$ cat config.mk
export PLATFORM = sky130hd
export DESIGN_NAME = mem_axi_control_counter_bank
export DESIGN_NICKNAME = d
export VERILOG_FILES = /design/src/rtl/mem_axi_counter_pkg.sv /design/src/rtl/mem_axi_counter_lane.sv /design/src/rtl/mem_axi_control_counter_bank.sv
export SDC_FILE = /design/constraint.sdc
export NUM_CORES = 1
export LEC_CHECK = 0
export CAP_MARGIN = 20
export CORE_MARGIN = 2
export CORE_UTILIZATION = 38
export DETAILED_ROUTE_END_ITERATION = 6
export PLACE_DENSITY = 0.74
export SLEW_MARGIN = 20
export SYNTH_ARGS = -nofsm -noshare
export SYNTH_HDL_FRONTEND = slang
export SYNTH_HIERARCHICAL = 1
export SYNTH_SLANG_ARGS = --single-unit
$ cat constraint.sdc
create_clock -name clk -period 3.35 [get_ports clk]
set_input_delay 0.5025 -clock clk [delete_from_list [all_inputs] [get_ports clk]]
set_output_delay 0.5025 -clock clk [all_outputs]
set_load 0.05 [all_outputs]
$ cat src/rtl/mem_axi_counter_pkg.sv
// rtl/mem_axi_counter_pkg.sv - shared types and next-value function for the AXI counter bank
//
// Purpose: lane result type plus the pure next-value computation used by
// every counter lane. Values are carried in a fixed CNT_MAXW-bit word so one
// function serves every lane width. Lanes zero-extend their inputs and keep
// only the low C_WIDTH bits of the result.
// Ports: none (package).

package mem_axi_counter_pkg;

  localparam int unsigned CNT_MAXW = 32;

  typedef logic [CNT_MAXW-1:0] cnt_word_t;

  typedef struct packed {
    cnt_word_t count;
    logic      ovf;
    logic      udf;
  } lane_res_t;

  // The arithmetic is two bits wider than the word. The sum of count and incr
  // cannot carry out, and a negative result shows up in the top bit.
  function automatic lane_res_t lane_next(
    input cnt_word_t count,
    input logic      load,
    input cnt_word_t load_value,
    input cnt_word_t incr,
    input cnt_word_t decr,
    input cnt_word_t cmax,
    input logic      saturate
  );
    logic signed [CNT_MAXW+1:0] nxt;
    logic signed [CNT_MAXW+1:0] lim;
    logic signed [CNT_MAXW+1:0] modv;
    lane_res_t                  res;
    lim       = $signed({2'b00, cmax});
    modv      = lim + $signed({{(CNT_MAXW+1){1'b0}}, 1'b1});
    res.count = count;
    res.ovf   = 1'b0;
    res.udf   = 1'b0;
    if (load) begin
      nxt = $signed({2'b00, load_value});
      if (nxt > lim) begin
        res.ovf   = 1'b1;
        res.count = saturate ? cmax : cnt_word_t'(nxt % modv);
      end else begin
        res.count = load_value;
      end
    end else begin
      nxt = $signed({2'b00, count}) + $signed({2'b00, incr}) - $signed({2'b00, decr});
      if (nxt > lim) begin
        res.ovf   = 1'b1;
        res.count = saturate ? cmax : cnt_word_t'(nxt - modv);
      end else if (nxt[CNT_MAXW+1]) begin
        res.udf   = 1'b1;
        res.count = saturate ? '0 : cnt_word_t'(nxt + modv);
      end else begin
        res.count = cnt_word_t'(nxt);
      end
    end
    return res;
  endfunction

endpackage

$ cat src/rtl/mem_axi_counter_lane.sv
// rtl/mem_axi_counter_lane.sv - one up/down counter lane with registered flags and sticky errors
//
// Purpose: a single counter lane. It holds the count register, the zero/max
// flags derived from the next value, and the sticky overflow/underflow flags.
// Ports:
//   clk_i, rst_i   clock, asynchronous active-high reset
//   clken_i        enable; when low, count and zero/max flags hold
//   load_i         load strobe, takes priority over incr/decr
//   load_value_i   value to load (clamped or wrapped when above C_MAX)
//   incr_amt_i     increment amount this cycle
//   decr_amt_i     decrement amount this cycle
//   err_clr_i      clears the sticky error flags, honoured even when clken_i is low
//   count_o        registered count
//   is_zero_o      registered, count == 0
//   is_max_o       registered, count == C_MAX
//   err_ovf_o      sticky overflow flag
//   err_udf_o      sticky underflow flag

module mem_axi_counter_lane #(
  parameter int unsigned         C_WIDTH      = 8,
  parameter int unsigned         C_STEP_WIDTH = 3,
  parameter logic [C_WIDTH-1:0]  C_MAX        = {C_WIDTH{1'b1}},
  parameter logic [C_WIDTH-1:0]  C_INIT       = '0,
  parameter bit                  C_SATURATE   = 1'b1
) (
  input  logic                    clk_i,
  input  logic                    rst_i,
  input  logic                    clken_i,
  input  logic                    load_i,
  input  logic [C_WIDTH-1:0]      load_value_i,
  input  logic [C_STEP_WIDTH-1:0] incr_amt_i,
  input  logic [C_STEP_WIDTH-1:0] decr_amt_i,
  input  logic                    err_clr_i,
  output logic [C_WIDTH-1:0]      count_o,
  output logic                    is_zero_o,
  output logic                    is_max_o,
  output logic                    err_ovf_o,
  output logic                    err_udf_o
);
  import mem_axi_counter_pkg::*;

  lane_res_t          res;
  logic [C_WIDTH-1:0] count_q, count_d;
  logic               zero_q, zero_d;
  logic               max_q, max_d;
  logic               ovf_q, ovf_d;
  logic               udf_q, udf_d;
  logic               unused_res_hi;

  // Only the low C_WIDTH bits of the shared-width result are meaningful.
  assign unused_res_hi = ^(res.count >> C_WIDTH);

  always_comb begin
    res = lane_next(CNT_MAXW'(count_q), load_i, CNT_MAXW'(load_value_i),
                    CNT_MAXW'(incr_amt_i), CNT_MAXW'(decr_amt_i),
                    CNT_MAXW'(C_MAX), C_SATURATE);
    count_d = count_q;
    zero_d  = zero_q;
    max_d   = max_q;
    if (clken_i) begin
      count_d = C_WIDTH'(res.count);
      // Flags come from the next value so they are never a cycle stale.
      zero_d  = (count_d == '0);
      max_d   = (count_d == C_MAX);
    end
    // A new error outranks a clear in the same cycle.
    ovf_d = (ovf_q & ~err_clr_i) | (clken_i & res.ovf);
    udf_d = (udf_q & ~err_clr_i) | (clken_i & res.udf);
  end

  always_ff @(posedge clk_i or posedge rst_i) begin
    if (rst_i) begin
      count_q <= C_INIT;
      zero_q  <= (C_INIT == '0);
      max_q   <= (C_INIT == C_MAX);
      ovf_q   <= 1'b0;
      udf_q   <= 1'b0;
    end else begin
      count_q <= count_d;
      zero_q  <= zero_d;
      max_q   <= max_d;
      ovf_q   <= ovf_d;
      udf_q   <= udf_d;
    end
  end

  assign count_o   = count_q;
  assign is_zero_o = zero_q;
  assign is_max_o  = max_q;
  assign err_ovf_o = ovf_q;
  assign err_udf_o = udf_q;

endmodule

$ cat src/rtl/mem_axi_control_counter_bank.sv
// rtl/mem_axi_control_counter_bank.sv - bank of independent AXI bookkeeping counters
//
// Purpose: C_CHANNELS independent up/down counters that track credits,
// beats and per-ID pending counts for one AXI master. All buses are packed.
// Lane i occupies [i*C_WIDTH +: C_WIDTH] or [i*C_STEP_WIDTH +: C_STEP_WIDTH].
// Ports:
//   clk, rst     clock, asynchronous active-high reset
//   clken        global enable (hold when low)
//   load         per-lane load strobe
//   load_value   packed load values
//   incr_amt     packed increment amounts (0 = none)
//   decr_amt     packed decrement amounts (0 = none)
//   err_clr      per-lane clear of sticky error flags
//   count        packed registered counts
//   is_zero      per-lane registered count == 0
//   is_max       per-lane registered count == C_MAX
//   err_ovf      per-lane sticky overflow
//   err_udf      per-lane sticky underflow

module mem_axi_control_counter_bank
  import mem_axi_counter_pkg::*;
#(
  parameter int unsigned        C_CHANNELS   = 4,
  parameter int unsigned        C_WIDTH      = 8,
  parameter int unsigned        C_STEP_WIDTH = 3,
  parameter logic [C_WIDTH-1:0] C_MAX        = {C_WIDTH{1'b1}},
  parameter logic [C_WIDTH-1:0] C_INIT       = '0,
  parameter bit                 C_SATURATE   = 1'b1
) (
  input  logic                               clk,
  input  logic                               rst,
  input  logic                               clken,
  input  logic [C_CHANNELS-1:0]              load,
  input  logic [C_CHANNELS*C_WIDTH-1:0]      load_value,
  input  logic [C_CHANNELS*C_STEP_WIDTH-1:0] incr_amt,
  input  logic [C_CHANNELS*C_STEP_WIDTH-1:0] decr_amt,
  input  logic [C_CHANNELS-1:0]              err_clr,
  output logic [C_CHANNELS*C_WIDTH-1:0]      count,
  output logic [C_CHANNELS-1:0]              is_zero,
  output logic [C_CHANNELS-1:0]              is_max,
  output logic [C_CHANNELS-1:0]              err_ovf,
  output logic [C_CHANNELS-1:0]              err_udf
);

  for (genvar i = 0; i < C_CHANNELS; i++) begin : g_lane
    mem_axi_counter_lane #(
      .C_WIDTH      (C_WIDTH),
      .C_STEP_WIDTH (C_STEP_WIDTH),
      .C_MAX        (C_MAX),
      .C_INIT       (C_INIT),
      .C_SATURATE   (C_SATURATE)
    ) u_lane (
      .clk_i        (clk),
      .rst_i        (rst),
      .clken_i      (clken),
      .load_i       (load[i]),
      .load_value_i (load_value[i*C_WIDTH +: C_WIDTH]),
      .incr_amt_i   (incr_amt[i*C_STEP_WIDTH +: C_STEP_WIDTH]),
      .decr_amt_i   (decr_amt[i*C_STEP_WIDTH +: C_STEP_WIDTH]),
      .err_clr_i    (err_clr[i]),
      .count_o      (count[i*C_WIDTH +: C_WIDTH]),
      .is_zero_o    (is_zero[i]),
      .is_max_o     (is_max[i]),
      .err_ovf_o    (err_ovf[i]),
      .err_udf_o    (err_udf[i])
    );
  end

endmodule

==> results of run 1 <==
## through the flow
| stage | hold slack (ps) | worst slack [ps] | setup TNS (ps) | cell area (um2) |
|---|---|---|---|---|
| 2_1_floorplan | 366.5 | 204.8 | 0 | 5220 |
| 3_3_place_gp | 470.8 | -230.3 | -4258 | 7042 |
| 3_5_place_dp | 481.4 | -296.2 | -5897 | 7042 |
| 4_1_cts | 496.2 | 1.720 | 0 | 7189 |
| 5_1_grt | 516.4 | -39.24 | -39.24 | 7308 |
| 6_report | 495.4 | 87.69 | 0 | 7308 |
## state kept, by name, summed over array words and instances (netlist names)
register,count
g_lane.u_lane/count_o,32
g_lane.u_lane/is_zero_o,4
g_lane.u_lane/err_ovf_o,4
g_lane.u_lane/is_max_o,4
g_lane.u_lane/err_udf_o,4
## what timing repair did
action | 4_1_cts | 5_1_grt
hold buffers | 0 | 0
pin swaps | 0 | 7
setup endpoints to repair | 1 | 21
gates resized for setup | 1 | 22
## cell usage after synthesis, types with 8 or more instances
master / number / area (um2)
a21o_2: 8 / 70.07
a21oi_1: 56 / 280.3
a311o_1: 8 / 80.08
a31oi_1: 32 / 200.2
and2_1: 12 / 75.07
and3_1: 12 / 75.07
clkbuf_1: 12 / 45.04
dfrtp_1: 44 / 1101
fa_1: 12 / 240.2
ha_1: 40 / 500.5
inv_1: 92 / 345.3
mux2_2: 8 / 90.09
nand2_1: 28 / 105.1
nand2b_1: 8 / 50.05
nand3_1: 12 / 60.06
nand4_1: 8 / 50.05
nor2_1: 72 / 270.3
nor3_1: 12 / 60.06
nor4_1: 8 / 50.05
o21ai_0: 56 / 280.3
o21bai_1: 8 / 60.06
o221ai_1: 8 / 70.07
o32ai_1: 8 / 70.07
or3_1: 8 / 50.05
xnor2_1: 8 / 70.07
xor2_1: 12 / 105.1
## logic make-up (layout without fill, tap and decap cells)
group	after synthesis	count (layout)
mux	8	8
simple gates	196	196
xor+xnor	20	20
flops	48	48
buf+inv	112	287
compound gates	240	240
fa+ha+maj	52	52
## worst max-delay path: cells and delay by family
| family | cells | cell delay, ps |
|---|---|---|
| AO/OA/AOI/OAI | 4 | 1290 |
| buffers and inverters | 2 | 500 |
| XOR/XNOR | 1 | 110 |
| AND/OR/NAND/NOR | 1 | 120 |
| adder cells (fa/ha/maj) | 2 | 920 |
## placed cells by master, fill, tap and decap left out, types with 5 or more instances in the layout
| cell | n |
|---|---|
| a21o_2 | 8 |
| a21oi_1 | 56 |
| a311o_1 | 8 |
| a31oi_1 | 32 |
| and2_1 | 12 |
| and3_1 | 12 |
| buf_4 | 72 |
| clkbuf_16 | 5 |
| clkdlybuf4s50_1 | 113 |
| dfrtp_1 | 44 |
| fa_1 | 8 |
| ha_1 | 40 |
| inv_1 | 92 |
| mux2_2 | 8 |
| nand2_1 | 28 |
| nand2b_1 | 8 |
| nand3_1 | 12 |
| nand4_1 | 8 |
| nor2_1 | 72 |
| nor3_1 | 12 |
| nor4_1 | 8 |
| o21ai_0 | 56 |
| o21bai_1 | 8 |
| o221ai_1 | 8 |
| or3_1 | 8 |
| xor2_1 | 12 |
## worst paths after layout
check | start | end | slack (ps) | depth (start not counted)
worst max register to register | g_lane[1].u_lane/count_o[1]$_DFFE_PP0P_ | g_lane[1].u_lane/is_max_o$_DFFE_PP0P_ | 390 | 8
worst min-delay path | g_lane[2].u_lane/err_ovf_o$_DFF_PP0_ | g_lane[2].u_lane/err_ovf_o$_DFF_PP0_ | 500 | 1
worst max-delay path | decr_amt[4] | g_lane[1].u_lane/is_max_o$_DFFE_PP0P_ | 90 | 10
max in group asynchronous | rst | g_lane[3].u_lane/is_zero_o$_DFFE_PP1P_ | 2310 | 2
worst min register to register | g_lane[2].u_lane/err_ovf_o$_DFF_PP0_ | g_lane[2].u_lane/err_ovf_o$_DFF_PP0_ | 500 | 1
min in group asynchronous | rst | g_lane[1].u_lane/count_o[1]$_DFFE_PP0P_ | 660 | 2
## metal layers
metal,up-vias,global-route usage
met1,2717,0.2963
met5,-,0
met4,0,0.05963
met2,188,0.3732
met3,18,0.03242
li1,2828,-
## final cells by class
type                       instances  area, um2
clock buffer                       8      146.4
sequential                        48       1206
tap                              176      220.2
multi-input combinational        516       3694
timing repair buffer             187       1697
inverter                          92      345.3
fill                            1281       6040
==> impl_metrics.toml, run 1 <==
[synthesis]
synth_ff_type = "dfrtp_1"
synth_enable_flop_cells = 0
synth_nets = 795
ys_seq_area_frac = 0.2311
ys_types = 47
synth_compound_area_frac = 0.3058
syn_area_per_cell_um2 = 7.722
synth_xor_area_frac = 0.03356
synthArstFlopShare = 1.000
synth_top_family_by_area = "compound AO/OA/AOI/OAI gates"
yosysWarningCount = 6
synthCells = 676
synth-simple-area-share = 0.1860
synthMuxAreaShare = 0.01726
synth_adder_area_share = 0.1419
synth_area_um2 = 5220
ys_seq_elements = 48

[placement]
dpl.hpwl_um = 12720
place_inst = 1019
port_buffers = 114
gp_congestion = 0.9105

[detailed_routing]
top_layer_used = "met4"
wl_per_cell_um = 15.61
vias_per_cell = 5.600
route.detailed.drc = 0
wl_met3_um = 882
dr_wl_met2_um = 7499
drt_iter0_drc = 343
m1WireLength_um = 7432
dr.pass1.iters = 5
ant_nets = 0
routed-via-count = 5751
postRouteWirelength_um = 16030

[timing]
worst_pin_slew_ps = 591.5
max_slew_margin = 0.6044
grt_setup_unrepaired = "yes"
fmax_ghz = 0.3065
final_hold_viol_count = 0
period_share = 0.9738
skew_ps = 8.294
setup_violations = 0
drv_slew = 0
period_minus_slack_ps = 3262

[final_layout]
postLayoutCoreUtil = 0.5475
syn_to_final_growth_pct = 40.00
drive_above_1_share = 0.1528
final_nets = 969
fin_cells = 1027
antenna_cells = 0

[floorplanning]
rows = 42
die_area_um2 = 14690
die_y_um = 121.2
start_util = 0.3911
core-area_um2 = 13350
die_w_um = 121.2
io_pins = 115

[global_routing]
gr-total-overflow = 0
antenna_found_initial = 0
grtUsageTotal = 0.2214
grt_max_degree = 32
grt_pass1_vias = 5610
grt_first_pass_wirelength_um = 26570

[status]
status = "finished clean"

[clocking]
clk_path_buf_depth = 2
postCtsSetupBuffers = 0
numCtsBuffers = 5
clock-sinks = 48
ctsRootBufferMaster = "clkbuf_16"
cts_tree = "yes"
htreeDepth = 2
insertion_delay_ps = 290
clk_pin_slew_worst_paths_ps = 70

[worst_setup_path]
worstPathCellList = "clkdlybuf4s50_1 > inv_1 > fa_2 > fa_1 > a21o_2 > a311o_1 > nand2_2 > xnor2_1 > a311o_1 > o32ai_1"
crit_path_frequent_cell = "a311o_1"
crit_required_ps = 3530
critPathArrivalTime_ps = 3450
critPathCaptureType = "flop"
cp_max_fo = 3
crit_type = "input pin to flop"
startpoint_type = "input pin"
cpPeakStageDelay_ps = 480
crit_slowest_cell = "fa_2"

[hold_path]
hold_path_class = "flop to flop"

[run]
maxCapViolCount = 0
Power of run 1 is left out: the tool's default activity adds up to more than one toggle a clock period on the data nets, which glitch-free logic cannot reach.
==> inputs of run 2 (changes only) <==
- CTS_BUF_LIST: unset -> sky130_fd_sc_hd__clkbuf_4 sky130_fd_sc_hd__clkbuf_8
==> impl_metrics.toml, run 2 (synthesis gave the netlist of run 1 again) <==
[status]
status = "finished clean"

[timing]
grt_setup_unrepaired = "yes"
setup_violations = 0
fmax_ghz = 0.3034
period_share = 0.9840
worst_pin_slew_ps = 591.7
max_slew_margin = 0.6027
whs_ps = 497.0
final_hold_viol_count = 0
drv_slew = 0
skew_ps = 10.12
period_minus_slack_ps = 3296

[detailed_routing]
vias_per_cell = 5.606
postRouteWirelength_um = 16160
ant_nets = 0
routed-via-count = 5757
dr.pass1.iters = 5
route.detailed.drc = 0
wl_per_cell_um = 15.74
drt_iter0_drc = 396

[worst_setup_path]
critPathTopFamily = "compound AO/OA/AOI/OAI gates"
crit_required_ps = 3560
startpoint_type = "input pin"
worst-path-buf-inv = 2
worstPathCellList = "clkdlybuf4s50_1 > inv_1 > fa_1 > fa_1 > a21o_2 > a22oi_1 > mux2_2 > a2111oi_4 > a31oi_1 > o32ai_1"
cpPeakStageDelay_ps = 530
critPathCaptureType = "flop"
crit_path_frequent_cell = "fa_1"
critPathArrivalTime_ps = 3510
cp_max_fo = 3
crit_slowest_cell = "fa_1"
crit_type = "input pin to flop"

[global_routing]
grt_max_degree = 32
gr-total-overflow = 0
antenna_found_initial = 0
grt_pass1_vias = 5625
grtUsageTotal = 0.2225
grt_first_pass_wirelength_um = 26570

[placement]
gp_congestion = 0.9105
dpl.hpwl_um = 12720
port_buffers = 114

[final_layout]
mostFrequentLayoutCell = "clkdlybuf4s50_1"
postLayoutCoreUtil = 0.5434
largest_register_ffs = 32
layout_common_cells = "clkdlybuf4s50_1 (113), inv_1 (92), nor2_1 (72), buf_4 (72)"
syn_to_final_growth_pct = 38.95
final_nets = 969
drive_above_1_share = 0.1528
antenna_cells = 0

[floorplanning]
die_area_um2 = 14690
die_w_um = 121.2
start_util = 0.3911
die_y_um = 121.2
io_pins = 115
core-area_um2 = 13350
rows = 42

[clocking]
ctsRootBufferMaster = "clkbuf_8"
ctsHoldBuffers = 0
numCtsBuffers = 5
clk_path_buf_depth = 2
cts_tree = "yes"
clock-sinks = 48
htreeDepth = 2
postCtsSetupBuffers = 0
clk_pin_slew_worst_paths_ps = 100
insertion_delay_ps = 320

[run]
maxCapViolCount = 0

[hold_path]
hold_path_class = "flop to flop"
==> run 2: repair_timing <==
action                     in CTS  in global routing
setup endpoints to repair       0                 14
hold endpoints to repair        0                  0
gates resized for setup         0                 21
==> run 2: final timing paths <==
| check | endpoint | startpoint | slack (ps) | cells past startpoint |
|---|---|---|---|---|
| min in group asynchronous | g_lane[1].u_lane/count_o[1]$_DFFE_PP0P_ | rst | 620 | 2 |
| max in group asynchronous | g_lane[3].u_lane/is_zero_o$_DFFE_PP1P_ | rst | 2340 | 2 |
| setup / recovery | g_lane[0].u_lane/is_zero_o$_DFFE_PP1P_ | decr_amt[1] | 50 | 10 |
| hold reg to reg | g_lane[2].u_lane/is_zero_o$_DFFE_PP1P_ | g_lane[2].u_lane/is_zero_o$_DFFE_PP1P_ | 500 | 2 |
| setup reg to reg | g_lane[3].u_lane/is_max_o$_DFFE_PP0P_ | g_lane[3].u_lane/count_o[1]$_DFFE_PP0P_ | 360 | 8 |
| hold / removal | g_lane[2].u_lane/is_zero_o$_DFFE_PP1P_ | g_lane[2].u_lane/is_zero_o$_DFFE_PP1P_ | 500 | 2 |
==> run 2: area by class of cell <==
class,instances,area [um2]
Fill cell,1281,6095
Tap cell,176,220.2
Sequential cell,48,1206
Multi-Input combinational cell,516,3687
Timing Repair Buffer,187,1697
Inverter,92,345.3
Clock buffer,8,97.59
==> run 2: metal layers <==
metal	up-vias	global-route usage	share of wire
met3	26	0.03195	0.062
met5	-	0	0
li1	2828	-	-
met4	0	0.06609	0.017
met2	206	0.3761	0.47
met1	2697	0.2949	0.46
==> run 2: worst min-delay path: cells and delay by family, from the launching register on <==
kind | cells | cell delay [ps]
AO/OA/AOI/OAI | 1 | 70
buffers and inverters | 1 | 40
flip-flops | 1 | 380
==> run 2: metrics by stage <==
stage / TNS (ps) / setup slack (ps) / instances / area (um2)
after detailed placement: -5897 / -296.2 / 1019 / 7042
after CTS: 0 / 33.69 / 1027 / 7139
after floorplan: 0 / 204.8 / 676 / 5220
final: 0 / 53.73 / 1027 / 7253
after global placement: -4258 / -230.3 / 1019 / 7042
after global routing: -121.3 / -114.2 / 1027 / 7253
Power of run 2 is left out for the same reason.
